$ cat config.mk
export PLATFORM = sky130hd
export DESIGN_NAME = mem_port_arbiter_flat
export DESIGN_NICKNAME = d
export VERILOG_FILES = /design/src/rtl/mem_port_arbiter_if.sv /design/src/rtl/mem_port_arbiter.sv /design/src/flat_wrapper.sv
export SDC_FILE = /design/constraint.sdc
export NUM_CORES = 1
export LEC_CHECK = 0
export ABC_AREA = 1
export CORE_AREA = 2 2 262 264
export CTS_BUF_LIST = sky130_fd_sc_hd__clkbuf_2 sky130_fd_sc_hd__clkbuf_4 sky130_fd_sc_hd__clkbuf_8
export DETAILED_ROUTE_END_ITERATION = 8
export DIE_AREA = 0 0 264 266
export PLACE_DENSITY = 0.3
export SYNTH_ARGS = -nofsm -noshare
export SYNTH_HDL_FRONTEND = slang
export SYNTH_SLANG_ARGS = --single-unit
$ cat constraint.sdc
create_clock -name clk -period 1 [get_ports clk]
set_clock_uncertainty 0.05 [all_clocks]
set_input_delay 0.15 -clock clk [delete_from_list [all_inputs] [get_ports clk]]
set_output_delay 0.15 -clock clk [all_outputs]
set_load 0.02 [all_outputs]
$ cat src/rtl/mem_port_arbiter_if.sv
// Bundle of the icache, dcache and external memory channels around the memory port arbiter.
// The slave view belongs to the arbiter; the master view drives the caches and the memory side.
interface mem_port_arbiter_if #(
    parameter int ADDR_BITS = 28,
    parameter int DATA_BITS = 128,
    parameter int TAG_BITS  = 5
);
    logic                      ic_req_valid;
    logic                      ic_req_ready;
    logic [ADDR_BITS-1:0]      ic_req_addr;
    logic [TAG_BITS-2:0]       ic_req_tag;
    logic                      ic_resp_valid;
    logic [TAG_BITS-2:0]       ic_resp_tag;

    logic                      dc_req_valid;
    logic                      dc_req_ready;
    logic                      dc_req_rw;
    logic [ADDR_BITS-1:0]      dc_req_addr;
    logic [TAG_BITS-2:0]       dc_req_tag;
    logic                      dc_req_data_valid;
    logic                      dc_req_data_ready;
    logic [DATA_BITS-1:0]      dc_req_data_bits;
    logic [DATA_BITS/8-1:0]    dc_req_data_mask;
    logic                      dc_resp_valid;
    logic [TAG_BITS-2:0]       dc_resp_tag;

    logic [DATA_BITS-1:0]      resp_data;

    logic                      mem_req_valid;
    logic                      mem_req_ready;
    logic                      mem_req_rw;
    logic [ADDR_BITS-1:0]      mem_req_addr;
    logic [TAG_BITS-1:0]       mem_req_tag;
    logic                      mem_req_data_valid;
    logic                      mem_req_data_ready;
    logic [DATA_BITS-1:0]      mem_req_data_bits;
    logic [DATA_BITS/8-1:0]    mem_req_data_mask;
    logic                      mem_resp_valid;
    logic [TAG_BITS-1:0]       mem_resp_tag;
    logic [DATA_BITS-1:0]      mem_resp_data;

    modport slave (
        input  ic_req_valid, ic_req_addr, ic_req_tag,
        output ic_req_ready, ic_resp_valid, ic_resp_tag,
        input  dc_req_valid, dc_req_rw, dc_req_addr, dc_req_tag,
        input  dc_req_data_valid, dc_req_data_bits, dc_req_data_mask,
        output dc_req_ready, dc_req_data_ready, dc_resp_valid, dc_resp_tag,
        output resp_data,
        output mem_req_valid, mem_req_rw, mem_req_addr, mem_req_tag,
        output mem_req_data_valid, mem_req_data_bits, mem_req_data_mask,
        input  mem_req_ready, mem_req_data_ready,
        input  mem_resp_valid, mem_resp_tag, mem_resp_data
    );

    modport master (
        output ic_req_valid, ic_req_addr, ic_req_tag,
        input  ic_req_ready, ic_resp_valid, ic_resp_tag,
        output dc_req_valid, dc_req_rw, dc_req_addr, dc_req_tag,
        output dc_req_data_valid, dc_req_data_bits, dc_req_data_mask,
        input  dc_req_ready, dc_req_data_ready, dc_resp_valid, dc_resp_tag,
        input  resp_data,
        input  mem_req_valid, mem_req_rw, mem_req_addr, mem_req_tag,
        input  mem_req_data_valid, mem_req_data_bits, mem_req_data_mask,
        output mem_req_ready, mem_req_data_ready,
        output mem_resp_valid, mem_resp_tag, mem_resp_data
    );
endinterface

$ cat src/rtl/mem_port_arbiter.sv
// Round-robin sharing of the external memory port between icache (read-only) and dcache.
// The grant is held through all write-data beats; the tag MSB carries the requester ID.
module mem_port_arbiter #(
    parameter int ADDR_BITS = 28,
    parameter int DATA_BITS = 128,
    parameter int TAG_BITS  = 5,
    parameter int BEATS     = 4
) (
    input  logic                clk,
    input  logic                reset,
    mem_port_arbiter_if.slave   bus
);
    localparam int CNT_BITS = (BEATS > 1) ? $clog2(BEATS) : 1;
    localparam logic [CNT_BITS-1:0] LAST_BEAT = CNT_BITS'(BEATS - 1);
    localparam logic ID_IC = 1'b0;
    localparam logic ID_DC = 1'b1;

    typedef enum logic [1:0] {
        ST_IDLE  = 2'd0,
        ST_REQ   = 2'd1,
        ST_WDATA = 2'd2
    } state_t;

    state_t                 state_r;
    state_t                 state_s;
    logic [CNT_BITS-1:0]    beat_cnt_r;
    logic [CNT_BITS-1:0]    beat_cnt_s;
    logic                   last_grant_r;
    logic                   last_grant_s;
    logic                   grant_r;
    logic                   grant_s;

    logic                   gnt_valid_s;
    logic                   gnt_rw_s;
    logic [ADDR_BITS-1:0]   gnt_addr_s;
    logic [TAG_BITS-2:0]    gnt_tag_s;
    logic                   data_hs_s;

    // Select the request fields of whichever cache currently holds the grant
    always_comb begin
        gnt_valid_s = bus.ic_req_valid;
        gnt_rw_s    = 1'b0;
        gnt_addr_s  = bus.ic_req_addr;
        gnt_tag_s   = bus.ic_req_tag;
        if (grant_r == ID_DC) begin
            gnt_valid_s = bus.dc_req_valid;
            gnt_rw_s    = bus.dc_req_rw;
            gnt_addr_s  = bus.dc_req_addr;
            gnt_tag_s   = bus.dc_req_tag;
        end else begin
            gnt_valid_s = bus.ic_req_valid;
            gnt_rw_s    = 1'b0;
            gnt_addr_s  = bus.ic_req_addr;
            gnt_tag_s   = bus.ic_req_tag;
        end
        data_hs_s = (state_r == ST_WDATA) && bus.dc_req_data_valid && bus.mem_req_data_ready;
    end

    // State, beat counter and round-robin history registers
    always_ff @(posedge clk) begin
        if (!reset) begin
            state_r      <= ST_IDLE;
            beat_cnt_r   <= '0;
            last_grant_r <= ID_DC;
            grant_r      <= ID_IC;
        end else begin
            state_r      <= state_s;
            beat_cnt_r   <= beat_cnt_s;
            last_grant_r <= last_grant_s;
            grant_r      <= grant_s;
        end
    end

    // Next-state: arbitrate in IDLE, wait for the handshake in REQ, count beats in WDATA
    always_comb begin
        state_s      = state_r;
        beat_cnt_s   = beat_cnt_r;
        last_grant_s = last_grant_r;
        grant_s      = grant_r;
        case (state_r)
            ST_IDLE: begin
                if (bus.ic_req_valid && bus.dc_req_valid) begin
                    grant_s = ~last_grant_r;
                    state_s = ST_REQ;
                end else if (bus.ic_req_valid) begin
                    grant_s = ID_IC;
                    state_s = ST_REQ;
                end else if (bus.dc_req_valid) begin
                    grant_s = ID_DC;
                    state_s = ST_REQ;
                end else begin
                    state_s = ST_IDLE;
                end
            end
            ST_REQ: begin
                if (gnt_valid_s && bus.mem_req_ready) begin
                    last_grant_s = grant_r;
                    beat_cnt_s   = '0;
                    state_s      = (grant_r == ID_DC && gnt_rw_s) ? ST_WDATA : ST_IDLE;
                end else begin
                    state_s = ST_REQ;
                end
            end
            ST_WDATA: begin
                if (data_hs_s) begin
                    if (beat_cnt_r == LAST_BEAT) begin
                        beat_cnt_s = '0;
                        state_s    = ST_IDLE;
                    end else begin
                        beat_cnt_s = beat_cnt_r + CNT_BITS'(1);
                        state_s    = ST_WDATA;
                    end
                end else begin
                    state_s = ST_WDATA;
                end
            end
            default: begin
                state_s    = ST_IDLE;
                beat_cnt_s = '0;
            end
        endcase
    end

    // Outputs: request/data steering by state, response routing by tag MSB; all quiet in reset
    always_comb begin
        bus.mem_req_rw         = gnt_rw_s;
        bus.mem_req_addr       = gnt_addr_s;
        bus.mem_req_tag        = {grant_r, gnt_tag_s};
        bus.mem_req_data_bits  = bus.dc_req_data_bits;
        bus.mem_req_data_mask  = bus.dc_req_data_mask;
        bus.ic_resp_tag        = bus.mem_resp_tag[TAG_BITS-2:0];
        bus.dc_resp_tag        = bus.mem_resp_tag[TAG_BITS-2:0];
        bus.resp_data          = bus.mem_resp_data;
        bus.mem_req_valid      = 1'b0;
        bus.ic_req_ready       = 1'b0;
        bus.dc_req_ready       = 1'b0;
        bus.mem_req_data_valid = 1'b0;
        bus.dc_req_data_ready  = 1'b0;
        bus.ic_resp_valid      = 1'b0;
        bus.dc_resp_valid      = 1'b0;
        if (reset) begin
            case (state_r)
                ST_REQ: begin
                    bus.mem_req_valid = gnt_valid_s;
                    bus.ic_req_ready  = (grant_r == ID_IC) && bus.mem_req_ready;
                    bus.dc_req_ready  = (grant_r == ID_DC) && bus.mem_req_ready;
                end
                ST_WDATA: begin
                    bus.mem_req_data_valid = bus.dc_req_data_valid;
                    bus.dc_req_data_ready  = bus.mem_req_data_ready;
                end
                default: begin
                    bus.mem_req_valid = 1'b0;
                end
            endcase
            bus.ic_resp_valid = bus.mem_resp_valid && !bus.mem_resp_tag[TAG_BITS-1];
            bus.dc_resp_valid = bus.mem_resp_valid &&  bus.mem_resp_tag[TAG_BITS-1];
        end else begin
            bus.mem_req_valid = 1'b0;
            bus.ic_resp_valid = 1'b0;
            bus.dc_resp_valid = 1'b0;
        end
    end
endmodule

$ cat src/flat_wrapper.sv
// flat-port wrapper written by rule: the top's interface ports become plain ports
module mem_port_arbiter_flat 
#(
    parameter int ADDR_BITS = 28,
    parameter int DATA_BITS = 128,
    parameter int TAG_BITS  = 5,
    parameter int BEATS     = 4
)
  (clk, reset, bus_ic_req_valid, bus_ic_req_addr, bus_ic_req_tag, bus_ic_req_ready, bus_ic_resp_valid, bus_ic_resp_tag, bus_dc_req_valid, bus_dc_req_rw, bus_dc_req_addr, bus_dc_req_tag, bus_dc_req_data_valid, bus_dc_req_data_bits, bus_dc_req_data_mask, bus_dc_req_ready, bus_dc_req_data_ready, bus_dc_resp_valid, bus_dc_resp_tag, bus_resp_data, bus_mem_req_valid, bus_mem_req_rw, bus_mem_req_addr, bus_mem_req_tag, bus_mem_req_data_valid, bus_mem_req_data_bits, bus_mem_req_data_mask, bus_mem_req_ready, bus_mem_req_data_ready, bus_mem_resp_valid, bus_mem_resp_tag, bus_mem_resp_data);
  mem_port_arbiter_if #(.ADDR_BITS(ADDR_BITS), .DATA_BITS(DATA_BITS), .TAG_BITS(TAG_BITS)) bus_i ();
  input  logic clk;
  input  logic reset;
  input wire logic [$bits(bus_i.ic_req_valid)-1:0] bus_ic_req_valid;
  input wire logic [$bits(bus_i.ic_req_addr)-1:0] bus_ic_req_addr;
  input wire logic [$bits(bus_i.ic_req_tag)-1:0] bus_ic_req_tag;
  output wire logic [$bits(bus_i.ic_req_ready)-1:0] bus_ic_req_ready;
  output wire logic [$bits(bus_i.ic_resp_valid)-1:0] bus_ic_resp_valid;
  output wire logic [$bits(bus_i.ic_resp_tag)-1:0] bus_ic_resp_tag;
  input wire logic [$bits(bus_i.dc_req_valid)-1:0] bus_dc_req_valid;
  input wire logic [$bits(bus_i.dc_req_rw)-1:0] bus_dc_req_rw;
  input wire logic [$bits(bus_i.dc_req_addr)-1:0] bus_dc_req_addr;
  input wire logic [$bits(bus_i.dc_req_tag)-1:0] bus_dc_req_tag;
  input wire logic [$bits(bus_i.dc_req_data_valid)-1:0] bus_dc_req_data_valid;
  input wire logic [$bits(bus_i.dc_req_data_bits)-1:0] bus_dc_req_data_bits;
  input wire logic [$bits(bus_i.dc_req_data_mask)-1:0] bus_dc_req_data_mask;
  output wire logic [$bits(bus_i.dc_req_ready)-1:0] bus_dc_req_ready;
  output wire logic [$bits(bus_i.dc_req_data_ready)-1:0] bus_dc_req_data_ready;
  output wire logic [$bits(bus_i.dc_resp_valid)-1:0] bus_dc_resp_valid;
  output wire logic [$bits(bus_i.dc_resp_tag)-1:0] bus_dc_resp_tag;
  output wire logic [$bits(bus_i.resp_data)-1:0] bus_resp_data;
  output wire logic [$bits(bus_i.mem_req_valid)-1:0] bus_mem_req_valid;
  output wire logic [$bits(bus_i.mem_req_rw)-1:0] bus_mem_req_rw;
  output wire logic [$bits(bus_i.mem_req_addr)-1:0] bus_mem_req_addr;
  output wire logic [$bits(bus_i.mem_req_tag)-1:0] bus_mem_req_tag;
  output wire logic [$bits(bus_i.mem_req_data_valid)-1:0] bus_mem_req_data_valid;
  output wire logic [$bits(bus_i.mem_req_data_bits)-1:0] bus_mem_req_data_bits;
  output wire logic [$bits(bus_i.mem_req_data_mask)-1:0] bus_mem_req_data_mask;
  input wire logic [$bits(bus_i.mem_req_ready)-1:0] bus_mem_req_ready;
  input wire logic [$bits(bus_i.mem_req_data_ready)-1:0] bus_mem_req_data_ready;
  input wire logic [$bits(bus_i.mem_resp_valid)-1:0] bus_mem_resp_valid;
  input wire logic [$bits(bus_i.mem_resp_tag)-1:0] bus_mem_resp_tag;
  input wire logic [$bits(bus_i.mem_resp_data)-1:0] bus_mem_resp_data;
  assign bus_i.ic_req_valid = bus_ic_req_valid;
  assign bus_i.ic_req_addr = bus_ic_req_addr;
  assign bus_i.ic_req_tag = bus_ic_req_tag;
  assign bus_ic_req_ready = bus_i.ic_req_ready;
  assign bus_ic_resp_valid = bus_i.ic_resp_valid;
  assign bus_ic_resp_tag = bus_i.ic_resp_tag;
  assign bus_i.dc_req_valid = bus_dc_req_valid;
  assign bus_i.dc_req_rw = bus_dc_req_rw;
  assign bus_i.dc_req_addr = bus_dc_req_addr;
  assign bus_i.dc_req_tag = bus_dc_req_tag;
  assign bus_i.dc_req_data_valid = bus_dc_req_data_valid;
  assign bus_i.dc_req_data_bits = bus_dc_req_data_bits;
  assign bus_i.dc_req_data_mask = bus_dc_req_data_mask;
  assign bus_dc_req_ready = bus_i.dc_req_ready;
  assign bus_dc_req_data_ready = bus_i.dc_req_data_ready;
  assign bus_dc_resp_valid = bus_i.dc_resp_valid;
  assign bus_dc_resp_tag = bus_i.dc_resp_tag;
  assign bus_resp_data = bus_i.resp_data;
  assign bus_mem_req_valid = bus_i.mem_req_valid;
  assign bus_mem_req_rw = bus_i.mem_req_rw;
  assign bus_mem_req_addr = bus_i.mem_req_addr;
  assign bus_mem_req_tag = bus_i.mem_req_tag;
  assign bus_mem_req_data_valid = bus_i.mem_req_data_valid;
  assign bus_mem_req_data_bits = bus_i.mem_req_data_bits;
  assign bus_mem_req_data_mask = bus_i.mem_req_data_mask;
  assign bus_i.mem_req_ready = bus_mem_req_ready;
  assign bus_i.mem_req_data_ready = bus_mem_req_data_ready;
  assign bus_i.mem_resp_valid = bus_mem_resp_valid;
  assign bus_i.mem_resp_tag = bus_mem_resp_tag;
  assign bus_i.mem_resp_data = bus_mem_resp_data;
  mem_port_arbiter #(.ADDR_BITS(ADDR_BITS), .DATA_BITS(DATA_BITS), .TAG_BITS(TAG_BITS), .BEATS(BEATS)) u_core (.clk(clk), .reset(reset), .bus(bus_i));
endmodule
==> impl_metrics.json <==
{
  "status": "complete, but fails checks",
  "violations": "negative setup slack",
  "dp_slack_ns": -0.9082,
  "syn-instance-count": 449,
  "slew_headroom_pct": 84.65,
  "grt_overflow_total": 0,
  "fmax_mhz": 677.8,
  "clkSinkCount": 6,
  "final_antenna_net_count": 0,
  "drtIter0Drc": 47,
  "synth.avg_cell_area_sq_um": 6.490,
  "drive_gt1_share_pct": 65.74,
  "antennaDiodeCount": 0,
  "wl_per_cell_microns": 11.40,
  "num-fill-cells": 8034,
  "min_period_ns": 1.475,
  "whs_ns": 0.2500,
  "total_power_mw": 2.449,
  "post-route-period-util_pct": 147.5,
  "grt_setup_unrepaired": "yes",
  "core_area_sq_um": 67750,
  "cts_hold_buf": 0,
  "syn-cell-area_sq_um": 2914,
  "finalSetupViolations": 45,
  "power_density_nw_per_um2": 565.3,
  "slew_viol_final": 0,
  "end_kind": "primary output",
  "die_w_microns": 264,
  "startpoint_type": "flip-flop",
  "via_per_inst": 1.774,
  "ir_drop_v": 0.0003005,
  "mostFrequentLayoutCell": "clkdlybuf4s50_1",
  "grt_max_degree": 9,
  "dieHeight_microns": 266,
  "dieArea_sq_um": 70220,
  "num_vias": 2139,
  "clock-root-buffer": "clkbuf_8",
  "final_cell_mix": "clkdlybuf4s50_1, nand2_4, buf_6",
  "routed_wl_microns": 13750,
  "antenna_found_initial": 1,
  "drv_cap": 0,
  "clk_pin_slew_ns": 0.04,
  "ys_seq_area_share_pct": 4.122,
  "placed_area_sq_um": 3681,
  "clock_latency_ns": 0.22,
  "first_pass_iters": 4,
  "portBuffers": 114,
  "hold_path_class": "input port to primary output",
  "place_congestion": 0.6397,
  "io_pins": 671,
  "syn_nets": 800,
  "worstMarginPinSlew_ns": 0.2295,
  "crit_fanout": 6,
  "clockBufferDepth": 2,
  "ys_seq_elements": 6,
  "grt_usage_pct": 3.684,
  "leakage_nw": 1.616,
  "initial_utilization_pct": 4.301,
  "dpl.hpwl_microns": 11160,
  "h-tree-depth": 1,
  "worstSetupPathType": "flip-flop to primary output",
  "yosysUniqueCellTypes": 21,
  "utilization_pct": 6.394,
  "area_growth_pct": 48.65,
  "critPathRequiredTime_ns": 0.80,
  "fin_area_sq_um": 4332,
  "ys_warn_count": 0,
  "cts_buffers": 3,
  "grt_pass1_vias": 2454,
  "nNetsFinal": 676,
  "cts_tree": "done",
  "drc": 0,
  "grt_pass1_wl_microns": 18110,
  "rows": 96,
  "cp.arrival_ns": 1.28,
  "hold_viol_final": 0,
  "worst_slack_ns": -0.4753
}
-- where the power goes --
group,internal [mW],switching (mW)
combinational,0.949,0.809
clock,0.302,0.113
sequential,0.255,0.0207
total,1.51,0.942
-- metrics by stage --
step                      instances  TNS (ns)
after detailed placement       1184    -29.70
after global placement         1184    -29.62
final                          1206    -16.97
after floorplan                 449   -0.9842
after global routing           1206    -20.12
after CTS                      1208    -19.69
-- cells in the mapped netlist --
master    count  area, sq um
a21oi_1       4        20.02
buf_4       281         2110
nand4_1       2        12.51
inv_2         4        15.01
nand2_2       2        12.51
nor2_2        1        6.260
nand3_1       6        30.03
buf_6         1        11.26
inv_1         6        22.52
ha_1          1        12.51
clkbuf_1      3        11.26
dfxtp_1       6        120.1
o21ai_2       1        8.760
nor2_1        9        33.78
nor3_1        2        10.01
a21oi_2       1        8.760
buf_2         3        15.01
nor2_4        1        11.26
nand2_1     112        420.4
nand4_2       1        12.51
o21ai_1       2        10.01
-- registers in the layout, summed over array words and instances (netlist names) --
signal and count:
u_core.beat_cnt_r 2, u_core.state_r 2, u_core.last_grant_r 1, u_core.grant_r 1
-- critical path: stages (launching register included) --
cell and delay (ns):
dfxtp_4 0.43, buf_12 0.18, buf_12 0.13, buf_6 0.10, nand2_4 0.04, nand2_4 0.06, buf_6 0.11
-- path summary, 6_finish.rpt --
path / depth (start not counted) / startpoint / endpoint / slack [ns]
setup reg to reg: 9 / u_core.grant_r / u_core.beat_cnt_r[0] / -0.35
hold / removal: 0 / bus_dc_req_data_bits[103] / bus_mem_req_data_bits[103] / 0.25
setup / recovery: 6 / u_core.grant_r / bus_mem_req_addr[7] / -0.48
hold reg to reg: 2 / u_core.last_grant_r / u_core.last_grant_r / 0.43
-- area by class of cell --
type | instances | area (sq um) | share of cell area [%]
Timing Repair Buffer | 159 | 1750 | 40.41
Multi-Input combinational cell | 145 | 1247 | 28.80
Tap cell | 882 | 1104 | 25.48
Sequential cell | 6 | 128.9 | 2.975
Inverter | 10 | 52.55 | 1.213
Clock buffer | 4 | 48.80 | 1.127
-- metal layers --
metal,GRT usage [%],up-vias,part of all wire (%)
li1,-,827,-
met1,3.146,856,30
met2,5.519,352,44
met3,3.152,100,18
met4,2.672,4,7.8
met5,1.040,-,0.75
-- cells by family (layout without fill, tap and decap cells) --
logic type | count (synthesis) | count (layout) | share of synthesized area [%]
compound gates | 8 | 8 | 1.632
simple gates | 136 | 136 | 18.85
fa+ha+maj | 1 | 1 | 0.4293
flops | 6 | 6 | 4.122
buf+inv | 298 | 173 | 74.97
-- timing repair --
item                       4_1_cts  5_1_grt
buffers inserted                17        5
gates cloned                     3        0
resized for setup              319       38
setup endpoints to repair       47       45
pin swaps                        7       15
(Power assumes the default switching activity.)
